**config.mk**
```make
export PLATFORM = sky130hd
export DESIGN_NAME = dualram_arbiter_flat
export DESIGN_NICKNAME = d
export VERILOG_FILES = /design/src/rtl/dualram_arbiter_if.sv /design/src/rtl/dualram_arbiter.sv /design/src/flat_wrapper.sv
export SDC_FILE = /design/constraint.sdc
export NUM_CORES = 1
export LEC_CHECK = 0
export ABC_CLOCK_PERIOD_IN_PS = 5650
export CORE_MARGIN = 5
export CORE_UTILIZATION = 45
export DETAILED_ROUTE_END_ITERATION = 16
export PLACE_DENSITY = 0.91
export SYNTH_ARGS = -nofsm -noshare
export SYNTH_HDL_FRONTEND = slang
export SYNTH_SLANG_ARGS = --single-unit
```
**constraint.sdc**
```tcl
create_clock -name clk_i -period 5.65 [get_ports clk_i]
set_clock_uncertainty 0.05 [all_clocks]
set_input_delay 0.565 -clock clk_i [delete_from_list [all_inputs] [get_ports clk_i]]
set_output_delay 0.565 -clock clk_i [all_outputs]
set_load 0.03 [all_outputs]
```
**src/rtl/dualram_arbiter_if.sv**
```systemverilog
// Bundle of client handshakes, RAM command/return bus and the stall counter
// for dualram_arbiter. The arbiter binds to the slave modport; whoever plays
// the clients and the RAM binds to the master modport.
interface dualram_arbiter_if #(
  parameter int WIDTH      = 16,
  parameter int ADDR_WIDTH = 8
);
  logic                  w0_req_i;
  logic [ADDR_WIDTH-1:0] w0_addr_i;
  logic [WIDTH-1:0]      w0_data_i;
  logic                  w0_gnt_o;
  logic                  w1_req_i;
  logic [ADDR_WIDTH-1:0] w1_addr_i;
  logic [WIDTH-1:0]      w1_data_i;
  logic                  w1_gnt_o;

  logic                  r0_req_i;
  logic [ADDR_WIDTH-1:0] r0_addr_i;
  logic                  r0_gnt_o;
  logic                  r0_rvalid_o;
  logic [WIDTH-1:0]      r0_rdata_o;
  logic                  r1_req_i;
  logic [ADDR_WIDTH-1:0] r1_addr_i;
  logic                  r1_gnt_o;
  logic                  r1_rvalid_o;
  logic [WIDTH-1:0]      r1_rdata_o;

  logic                  ram_wr_en_o;
  logic [ADDR_WIDTH-1:0] ram_wr_addr_o;
  logic [WIDTH-1:0]      ram_wdata_o;
  logic                  ram_rd_en_o;
  logic [ADDR_WIDTH-1:0] ram_rd_addr_o;
  logic [WIDTH-1:0]      ram_rdata_i;

  logic [15:0]           stall_cnt_o;

  modport slave (
    input  w0_req_i, w0_addr_i, w0_data_i, w1_req_i, w1_addr_i, w1_data_i,
    input  r0_req_i, r0_addr_i, r1_req_i, r1_addr_i, ram_rdata_i,
    output w0_gnt_o, w1_gnt_o, r0_gnt_o, r1_gnt_o,
    output r0_rvalid_o, r0_rdata_o, r1_rvalid_o, r1_rdata_o,
    output ram_wr_en_o, ram_wr_addr_o, ram_wdata_o, ram_rd_en_o, ram_rd_addr_o,
    output stall_cnt_o
  );

  modport master (
    output w0_req_i, w0_addr_i, w0_data_i, w1_req_i, w1_addr_i, w1_data_i,
    output r0_req_i, r0_addr_i, r1_req_i, r1_addr_i, ram_rdata_i,
    input  w0_gnt_o, w1_gnt_o, r0_gnt_o, r1_gnt_o,
    input  r0_rvalid_o, r0_rdata_o, r1_rvalid_o, r1_rdata_o,
    input  ram_wr_en_o, ram_wr_addr_o, ram_wdata_o, ram_rd_en_o, ram_rd_addr_o,
    input  stall_cnt_o
  );
endinterface

```
**src/rtl/dualram_arbiter.sv**
```systemverilog
// Round-robin arbiter and sequencer in front of a dual-port RAM: two write
// clients share the write port, two read clients share the read port. Reads
// that hit the address being written in the same cycle are held back one
// cycle so they observe the new data. Returned data is steered back to the
// client that issued the read through a tagged latency pipeline.
module dualram_arbiter #(
  parameter int WIDTH      = 16,
  parameter int ADDR_WIDTH = 8,
  parameter int RD_LAT     = 1
) (
  input  logic               clk_i,
  input  logic               rst_i,
  dualram_arbiter_if.slave   bus
);

  // Pointers hold the client granted last; 1 after reset so client 0 wins first.
  logic                  r_wPtr;
  logic                  r_rPtr;

  logic                  w_wGnt0;
  logic                  w_wGnt1;
  logic                  w_wAny;
  logic [ADDR_WIDTH-1:0] w_wAddr;
  logic [WIDTH-1:0]      w_wData;
  logic                  w_rWin0;
  logic                  w_rWin1;
  logic [ADDR_WIDTH-1:0] w_rAddr;
  logic                  w_collide;
  logic                  w_rGnt0;
  logic                  w_rGnt1;
  logic                  w_rAny;

  logic                  r_ramWrEn;
  logic [ADDR_WIDTH-1:0] r_ramWrAddr;
  logic [WIDTH-1:0]      r_ramWdata;
  logic                  r_ramRdEn;
  logic [ADDR_WIDTH-1:0] r_ramRdAddr;

  logic [RD_LAT:0]       r_pipeValid;
  logic [RD_LAT:0]       r_pipeId;
  logic                  r_rvalid0;
  logic                  r_rvalid1;
  logic [WIDTH-1:0]      r_rdata0;
  logic [WIDTH-1:0]      r_rdata1;
  logic [15:0]           r_stallCnt;

  // Grant decode for both ports plus write-first collision suppression of the read winner.
  always_comb begin
    w_wGnt0   = rst_i & bus.w0_req_i & (~bus.w1_req_i | r_wPtr);
    w_wGnt1   = rst_i & bus.w1_req_i & (~bus.w0_req_i | ~r_wPtr);
    w_wAny    = w_wGnt0 | w_wGnt1;
    w_wAddr   = w_wGnt1 ? bus.w1_addr_i : bus.w0_addr_i;
    w_wData   = w_wGnt1 ? bus.w1_data_i : bus.w0_data_i;
    w_rWin0   = rst_i & bus.r0_req_i & (~bus.r1_req_i | r_rPtr);
    w_rWin1   = rst_i & bus.r1_req_i & (~bus.r0_req_i | ~r_rPtr);
    w_rAddr   = w_rWin1 ? bus.r1_addr_i : bus.r0_addr_i;
    w_collide = (w_rWin0 | w_rWin1) & w_wAny & (w_rAddr == w_wAddr);
    w_rGnt0   = w_rWin0 & ~w_collide;
    w_rGnt1   = w_rWin1 & ~w_collide;
    w_rAny    = w_rGnt0 | w_rGnt1;
  end

  // Pointer update: move to the granted client; a suppressed read leaves it alone.
  always_ff @(posedge clk_i) begin
    if (!rst_i) begin
      r_wPtr <= 1'b1;
      r_rPtr <= 1'b1;
    end else begin
      if (w_wAny) r_wPtr <= w_wGnt1;
      if (w_rAny) r_rPtr <= w_rGnt1;
    end
  end

  // Register accepted transfers onto the RAM command bus for a single cycle.
  always_ff @(posedge clk_i) begin
    if (!rst_i) begin
      r_ramWrEn   <= 1'b0;
      r_ramWrAddr <= '0;
      r_ramWdata  <= '0;
      r_ramRdEn   <= 1'b0;
      r_ramRdAddr <= '0;
    end else begin
      r_ramWrEn <= w_wAny;
      r_ramRdEn <= w_rAny;
      if (w_wAny) begin
        r_ramWrAddr <= w_wAddr;
        r_ramWdata  <= w_wData;
      end
      if (w_rAny) r_ramRdAddr <= w_rAddr;
    end
  end

  // Tag each issued read with its client; stage RD_LAT lines up with valid RAM data.
  always_ff @(posedge clk_i) begin
    if (!rst_i) begin
      r_pipeValid <= '0;
      r_pipeId    <= '0;
    end else begin
      r_pipeValid <= {r_pipeValid[RD_LAT-1:0], w_rAny};
      r_pipeId    <= {r_pipeId[RD_LAT-1:0], w_rGnt1};
    end
  end

  // Capture matured RAM data into the owning client's output and pulse its rvalid.
  always_ff @(posedge clk_i) begin
    if (!rst_i) begin
      r_rvalid0 <= 1'b0;
      r_rvalid1 <= 1'b0;
      r_rdata0  <= '0;
      r_rdata1  <= '0;
    end else begin
      r_rvalid0 <= r_pipeValid[RD_LAT] & ~r_pipeId[RD_LAT];
      r_rvalid1 <= r_pipeValid[RD_LAT] & r_pipeId[RD_LAT];
      if (r_pipeValid[RD_LAT] && !r_pipeId[RD_LAT]) r_rdata0 <= bus.ram_rdata_i;
      if (r_pipeValid[RD_LAT] && r_pipeId[RD_LAT])  r_rdata1 <= bus.ram_rdata_i;
    end
  end

  // Count collision-deferred reads, sticking at all-ones.
  always_ff @(posedge clk_i) begin
    if (!rst_i) begin
      r_stallCnt <= '0;
    end else if (w_collide && (r_stallCnt != 16'hFFFF)) begin
      r_stallCnt <= r_stallCnt + 16'd1;
    end
  end

  assign bus.w0_gnt_o      = w_wGnt0;
  assign bus.w1_gnt_o      = w_wGnt1;
  assign bus.r0_gnt_o      = w_rGnt0;
  assign bus.r1_gnt_o      = w_rGnt1;
  assign bus.r0_rvalid_o   = r_rvalid0;
  assign bus.r1_rvalid_o   = r_rvalid1;
  assign bus.r0_rdata_o    = r_rdata0;
  assign bus.r1_rdata_o    = r_rdata1;
  assign bus.ram_wr_en_o   = r_ramWrEn;
  assign bus.ram_wr_addr_o = r_ramWrAddr;
  assign bus.ram_wdata_o   = r_ramWdata;
  assign bus.ram_rd_en_o   = r_ramRdEn;
  assign bus.ram_rd_addr_o = r_ramRdAddr;
  assign bus.stall_cnt_o   = r_stallCnt;

endmodule
```
**src/flat_wrapper.sv**
```systemverilog
// flat-port wrapper written by rule: the top's interface ports become plain ports
module dualram_arbiter_flat 
#(
  parameter int WIDTH      = 16,
  parameter int ADDR_WIDTH = 8,
  parameter int RD_LAT     = 1
)
  (clk_i, rst_i, bus_w0_req_i, bus_w0_addr_i, bus_w0_data_i, bus_w1_req_i, bus_w1_addr_i, bus_w1_data_i, bus_r0_req_i, bus_r0_addr_i, bus_r1_req_i, bus_r1_addr_i, bus_ram_rdata_i, bus_w0_gnt_o, bus_w1_gnt_o, bus_r0_gnt_o, bus_r1_gnt_o, bus_r0_rvalid_o, bus_r0_rdata_o, bus_r1_rvalid_o, bus_r1_rdata_o, bus_ram_wr_en_o, bus_ram_wr_addr_o, bus_ram_wdata_o, bus_ram_rd_en_o, bus_ram_rd_addr_o, bus_stall_cnt_o);
  dualram_arbiter_if #(.WIDTH(WIDTH), .ADDR_WIDTH(ADDR_WIDTH)) bus_i ();
  input  logic clk_i;
  input  logic rst_i;
  input wire logic [$bits(bus_i.w0_req_i)-1:0] bus_w0_req_i;
  input wire logic [$bits(bus_i.w0_addr_i)-1:0] bus_w0_addr_i;
  input wire logic [$bits(bus_i.w0_data_i)-1:0] bus_w0_data_i;
  input wire logic [$bits(bus_i.w1_req_i)-1:0] bus_w1_req_i;
  input wire logic [$bits(bus_i.w1_addr_i)-1:0] bus_w1_addr_i;
  input wire logic [$bits(bus_i.w1_data_i)-1:0] bus_w1_data_i;
  input wire logic [$bits(bus_i.r0_req_i)-1:0] bus_r0_req_i;
  input wire logic [$bits(bus_i.r0_addr_i)-1:0] bus_r0_addr_i;
  input wire logic [$bits(bus_i.r1_req_i)-1:0] bus_r1_req_i;
  input wire logic [$bits(bus_i.r1_addr_i)-1:0] bus_r1_addr_i;
  input wire logic [$bits(bus_i.ram_rdata_i)-1:0] bus_ram_rdata_i;
  output wire logic [$bits(bus_i.w0_gnt_o)-1:0] bus_w0_gnt_o;
  output wire logic [$bits(bus_i.w1_gnt_o)-1:0] bus_w1_gnt_o;
  output wire logic [$bits(bus_i.r0_gnt_o)-1:0] bus_r0_gnt_o;
  output wire logic [$bits(bus_i.r1_gnt_o)-1:0] bus_r1_gnt_o;
  output wire logic [$bits(bus_i.r0_rvalid_o)-1:0] bus_r0_rvalid_o;
  output wire logic [$bits(bus_i.r0_rdata_o)-1:0] bus_r0_rdata_o;
  output wire logic [$bits(bus_i.r1_rvalid_o)-1:0] bus_r1_rvalid_o;
  output wire logic [$bits(bus_i.r1_rdata_o)-1:0] bus_r1_rdata_o;
  output wire logic [$bits(bus_i.ram_wr_en_o)-1:0] bus_ram_wr_en_o;
  output wire logic [$bits(bus_i.ram_wr_addr_o)-1:0] bus_ram_wr_addr_o;
  output wire logic [$bits(bus_i.ram_wdata_o)-1:0] bus_ram_wdata_o;
  output wire logic [$bits(bus_i.ram_rd_en_o)-1:0] bus_ram_rd_en_o;
  output wire logic [$bits(bus_i.ram_rd_addr_o)-1:0] bus_ram_rd_addr_o;
  output wire logic [$bits(bus_i.stall_cnt_o)-1:0] bus_stall_cnt_o;
  assign bus_i.w0_req_i = bus_w0_req_i;
  assign bus_i.w0_addr_i = bus_w0_addr_i;
  assign bus_i.w0_data_i = bus_w0_data_i;
  assign bus_i.w1_req_i = bus_w1_req_i;
  assign bus_i.w1_addr_i = bus_w1_addr_i;
  assign bus_i.w1_data_i = bus_w1_data_i;
  assign bus_i.r0_req_i = bus_r0_req_i;
  assign bus_i.r0_addr_i = bus_r0_addr_i;
  assign bus_i.r1_req_i = bus_r1_req_i;
  assign bus_i.r1_addr_i = bus_r1_addr_i;
  assign bus_i.ram_rdata_i = bus_ram_rdata_i;
  assign bus_w0_gnt_o = bus_i.w0_gnt_o;
  assign bus_w1_gnt_o = bus_i.w1_gnt_o;
  assign bus_r0_gnt_o = bus_i.r0_gnt_o;
  assign bus_r1_gnt_o = bus_i.r1_gnt_o;
  assign bus_r0_rvalid_o = bus_i.r0_rvalid_o;
  assign bus_r0_rdata_o = bus_i.r0_rdata_o;
  assign bus_r1_rvalid_o = bus_i.r1_rvalid_o;
  assign bus_r1_rdata_o = bus_i.r1_rdata_o;
  assign bus_ram_wr_en_o = bus_i.ram_wr_en_o;
  assign bus_ram_wr_addr_o = bus_i.ram_wr_addr_o;
  assign bus_ram_wdata_o = bus_i.ram_wdata_o;
  assign bus_ram_rd_en_o = bus_i.ram_rd_en_o;
  assign bus_ram_rd_addr_o = bus_i.ram_rd_addr_o;
  assign bus_stall_cnt_o = bus_i.stall_cnt_o;
  dualram_arbiter #(.WIDTH(WIDTH), .ADDR_WIDTH(ADDR_WIDTH), .RD_LAT(RD_LAT)) u_core (.clk_i(clk_i), .rst_i(rst_i), .bus(bus_i));
endmodule
```
==> results.sh <==
export IMPL_tightest_slew_ns=1.22
export IMPL_drive_gt1_share_pct=6.17
export IMPL_vias=4142
export IMPL_yosys_warnings=0
export IMPL_timing_final_max_slew_violations=0
export IMPL_syn_to_final_growth_pct=49.3
export IMPL_synth_most_common_cell="nand2_1"
export IMPL_total_power_w=0.00138
export IMPL_hold_path_class="flip-flop to flip-flop"
export IMPL_syn_cell_area_sq_um=3970
export IMPL_status="complete, no violations"
export IMPL_worstSetupStartpoint="rst_i"
export IMPL_path_clk_slew_ns=0.09
export IMPL_cts_tree="built"
export IMPL_rsz0062_at_grt="no"
export IMPL_vdd_drop_max_mv=0.167
export IMPL_end_kind="output pin"
export IMPL_worstSetupPathType="primary input to output pin"
export IMPL_drtPass1Iterations=5
export IMPL_insertion_delay_ns=0.35
export IMPL_grt_pass1_wl_um=20600
export IMPL_die_height_um=104
export IMPL_dp_cells=740
export IMPL_fmax_ghz=0.199
export IMPL_synth_top_area_share_pct=44.9
export IMPL_p_per_area_nw_per_um2=233
export IMPL_synthArstFlopShare_pct=0
export IMPL_place_congestion=0.844
export IMPL_final_util_pct=68.4
export IMPL_yosys_top_cells_area="dfxtp_1 (45%), nand2_1 (14%), mux2i_1 (6.0%), a21oi_1 (4.8%), a311oi_1 (4.6%)"
export IMPL_synth_edf_count=0
export IMPL_rrSetupSlack_ns=2.24
export IMPL_drtIter0Drc=271
export IMPL_antenna_found_initial=0
export IMPL_row_count=34
export IMPL_critPathArrivalTime_ns=4.42
export IMPL_endpoint="bus_r1_gnt_o"
export IMPL_synth_ff_type="dfxtp_1"
export IMPL_r2r_start="u_core.r_wPtr"
export IMPL_synth_largest_area_cell="dfxtp_1"
export IMPL_grtUsageTotal_pct=22.6
export IMPL_dp_hpwl_um=9580
export IMPL_root_buffer="clkbuf_8"
export IMPL_whs_ns=0.393
export IMPL_p_leak_nw=2.11
export IMPL_path_max_fanout=46
export IMPL_io_pins=174
export IMPL_worst_endpoint_required_ns=5.04
export IMPL_initial_core_util_pct=45.8
export IMPL_ctsResizeCount=0
export IMPL_grt_max_degree=63
export IMPL_fin_crit_ns=5.04
export IMPL_ant_nets=0
export IMPL_tns_ns=0
export IMPL_vias_per_cell=5.48
export IMPL_fillers=705
export IMPL_synth_avg_cell_area_sq_um=8.17
export IMPL_start_kind="primary input"
export IMPL_setup_viol=0
export IMPL_cap_violations=0
export IMPL_synthCells=486
export IMPL_cts_buffers=9
export IMPL_fp_dieW_um=104
export IMPL_fin_cells=756
export IMPL_synth_nets=573
export IMPL_grt_pass1_vias=4179
export IMPL_die_area_sq_um=10800
export IMPL_hold_viol=0
export IMPL_slew_headroom_pct=18.2
export IMPL_min_period_over_period_pct=89.1
export IMPL_core_sq_um=8680
export IMPL_cts_setup_buffers=0
export IMPL_gr_total_overflow=0
export IMPL_yosys_cell_types_count=44
export IMPL_drcViolationCount=0
export IMPL_drt_total_wl_um=12600
export IMPL_yosys_register_bits=89
export IMPL_r2r_cells=8
export IMPL_cts_sinks=89
export IMPL_yosysSeqAreaShare_pct=44.9
export IMPL_port_buffers=173
export IMPL_synth_commonest_cells="nand2_1 (144), dfxtp_1 (89), a21oi_1 (38), nor2_1 (29), clkbuf_1 (27)"
export IMPL_nets=730
export IMPL_antenna_cells=0
export IMPL_cts_hold_buffers=0
export IMPL_cts_max_level=3
export IMPL_clock_path_buffers=2
export IMPL_r2r_end="u_core.bus.ram_rd_addr_o[1]"
export IMPL_routedWlPerCell_um=16.7
==> flip-flops by register name, indices dropped and copies added (netlist names) <==
signal,cells
u_core.bus.ram_wr_en_o,1
u_core.r_wPtr,1
u_core.bus.ram_wr_addr_o,8
u_core.r_rPtr,1
u_core.bus.r1_rdata_o,16
u_core.r_pipeValid,2
u_core.r_pipeId,2
u_core.bus.r1_rvalid_o,1
u_core.bus.stall_cnt_o,16
u_core.bus.r0_rdata_o,16
u_core.bus.ram_rd_addr_o,8
u_core.bus.r0_rvalid_o,1
u_core.bus.ram_wdata_o,16
==> placed cells by master (no fill, tap or decap), drive strengths merged <==
master,Yosys,final
a311oi,21,21
o21ai,6,6
nand4,5,5
clkbuf,27,10
a211oi,1,1
clkdlybuf4s50,0,173
or3b,1,1
buf,4,4
or4,4,4
clkinv,1,2
nor3,2,2
nor4,10,10
mux2i,24,24
xor2,6,6
nand2b,12,12
ha,1,1
inv,7,12
or3,3,3
nand2,145,145
and3,4,4
o31ai,3,3
nor4b,1,1
o31a,1,1
a21boi,2,2
a211o,3,3
nand3,10,10
o211ai,3,3
nor2,30,30
and2,7,7
a21oi,39,39
nor2b,3,3
and4,2,2
o221a,8,8
dfxtp,89,89
o21a,1,1
==> critical path, cell delays in order <==
cell and delay, ns:
clkdlybuf4s50_1 0.50, and2_2 0.27, nand2_4 0.36, clkinv_2 0.26, mux2i_1 0.25, xor2_1 0.11, or4_1 0.86, nor2_2 0.47
nor2b_1 0.12, clkdlybuf4s50_1 0.61
==> power by group <==
group          total, W  switching (W)  internal (W)
logic          0.000282       0.000150      0.000132
registers      0.000671      0.0000160      0.000655
clock network  0.000429       0.000246      0.000184
total           0.00138       0.000412      0.000970
==> per-layer routing <==
metal,global-route usage (%),up-vias,part of all wire [%]
met5,0,-,0
met4,10.5,0,3.5
met3,5.15,35,6.2
met2,38.9,190,49
met1,26.6,1925,41
li1,-,1992,-
==> how the worst min path moves through the flow <==
stage | end | depth (start not counted) | startpoint
after detailed placement | u_core.r_pipeId[1] | 1 | u_core.r_pipeId[0]
after global placement | u_core.r_pipeId[1] | 1 | u_core.r_pipeId[0]
after CTS | u_core.r_pipeId[1] | 1 | u_core.r_pipeId[0]
after global routing | u_core.r_pipeId[1] | 1 | u_core.r_pipeId[0]
after floorplan | u_core.r_pipeId[1] | 1 | u_core.r_pipeId[0]
final | u_core.r_pipeId[1] | 1 | u_core.r_pipeId[0]
==> through the flow <==
stage                     cell area, sq um  setup WS (ns)
after floorplan                       3970           2.49
after global placement                5740          0.807
after detailed placement              5740          0.622
after CTS                             5930          0.608
after global routing                  5930          0.399
final                                 5930          0.614
==> final cells by class <==
| type | count | area (sq um) | area share [%] |
|---|---|---|---|
| Clock buffer | 10 | 138 | 2.32 |
| Sequential cell | 89 | 1780 | 30.0 |
| Inverter | 8 | 31.3 | 0.527 |
| Tap cell | 108 | 135 | 2.28 |
| Multi-Input combinational cell | 358 | 2030 | 34.2 |
| Clock inverter | 6 | 57.6 | 0.970 |
| Timing Repair Buffer | 177 | 1760 | 29.7 |
==> cells by family after synthesis <==
logic type      Yosys count  synth area share (%)
simple gates            239                  27.9
flops                    89                  44.9
compound gates           88                  15.4
buf+inv                  39                  4.13
mux                      24                  6.05
xor+xnor                  6                  1.32
fa+ha+maj                 1                 0.315
No activity file was read; power rests on OpenSTA's default activity.
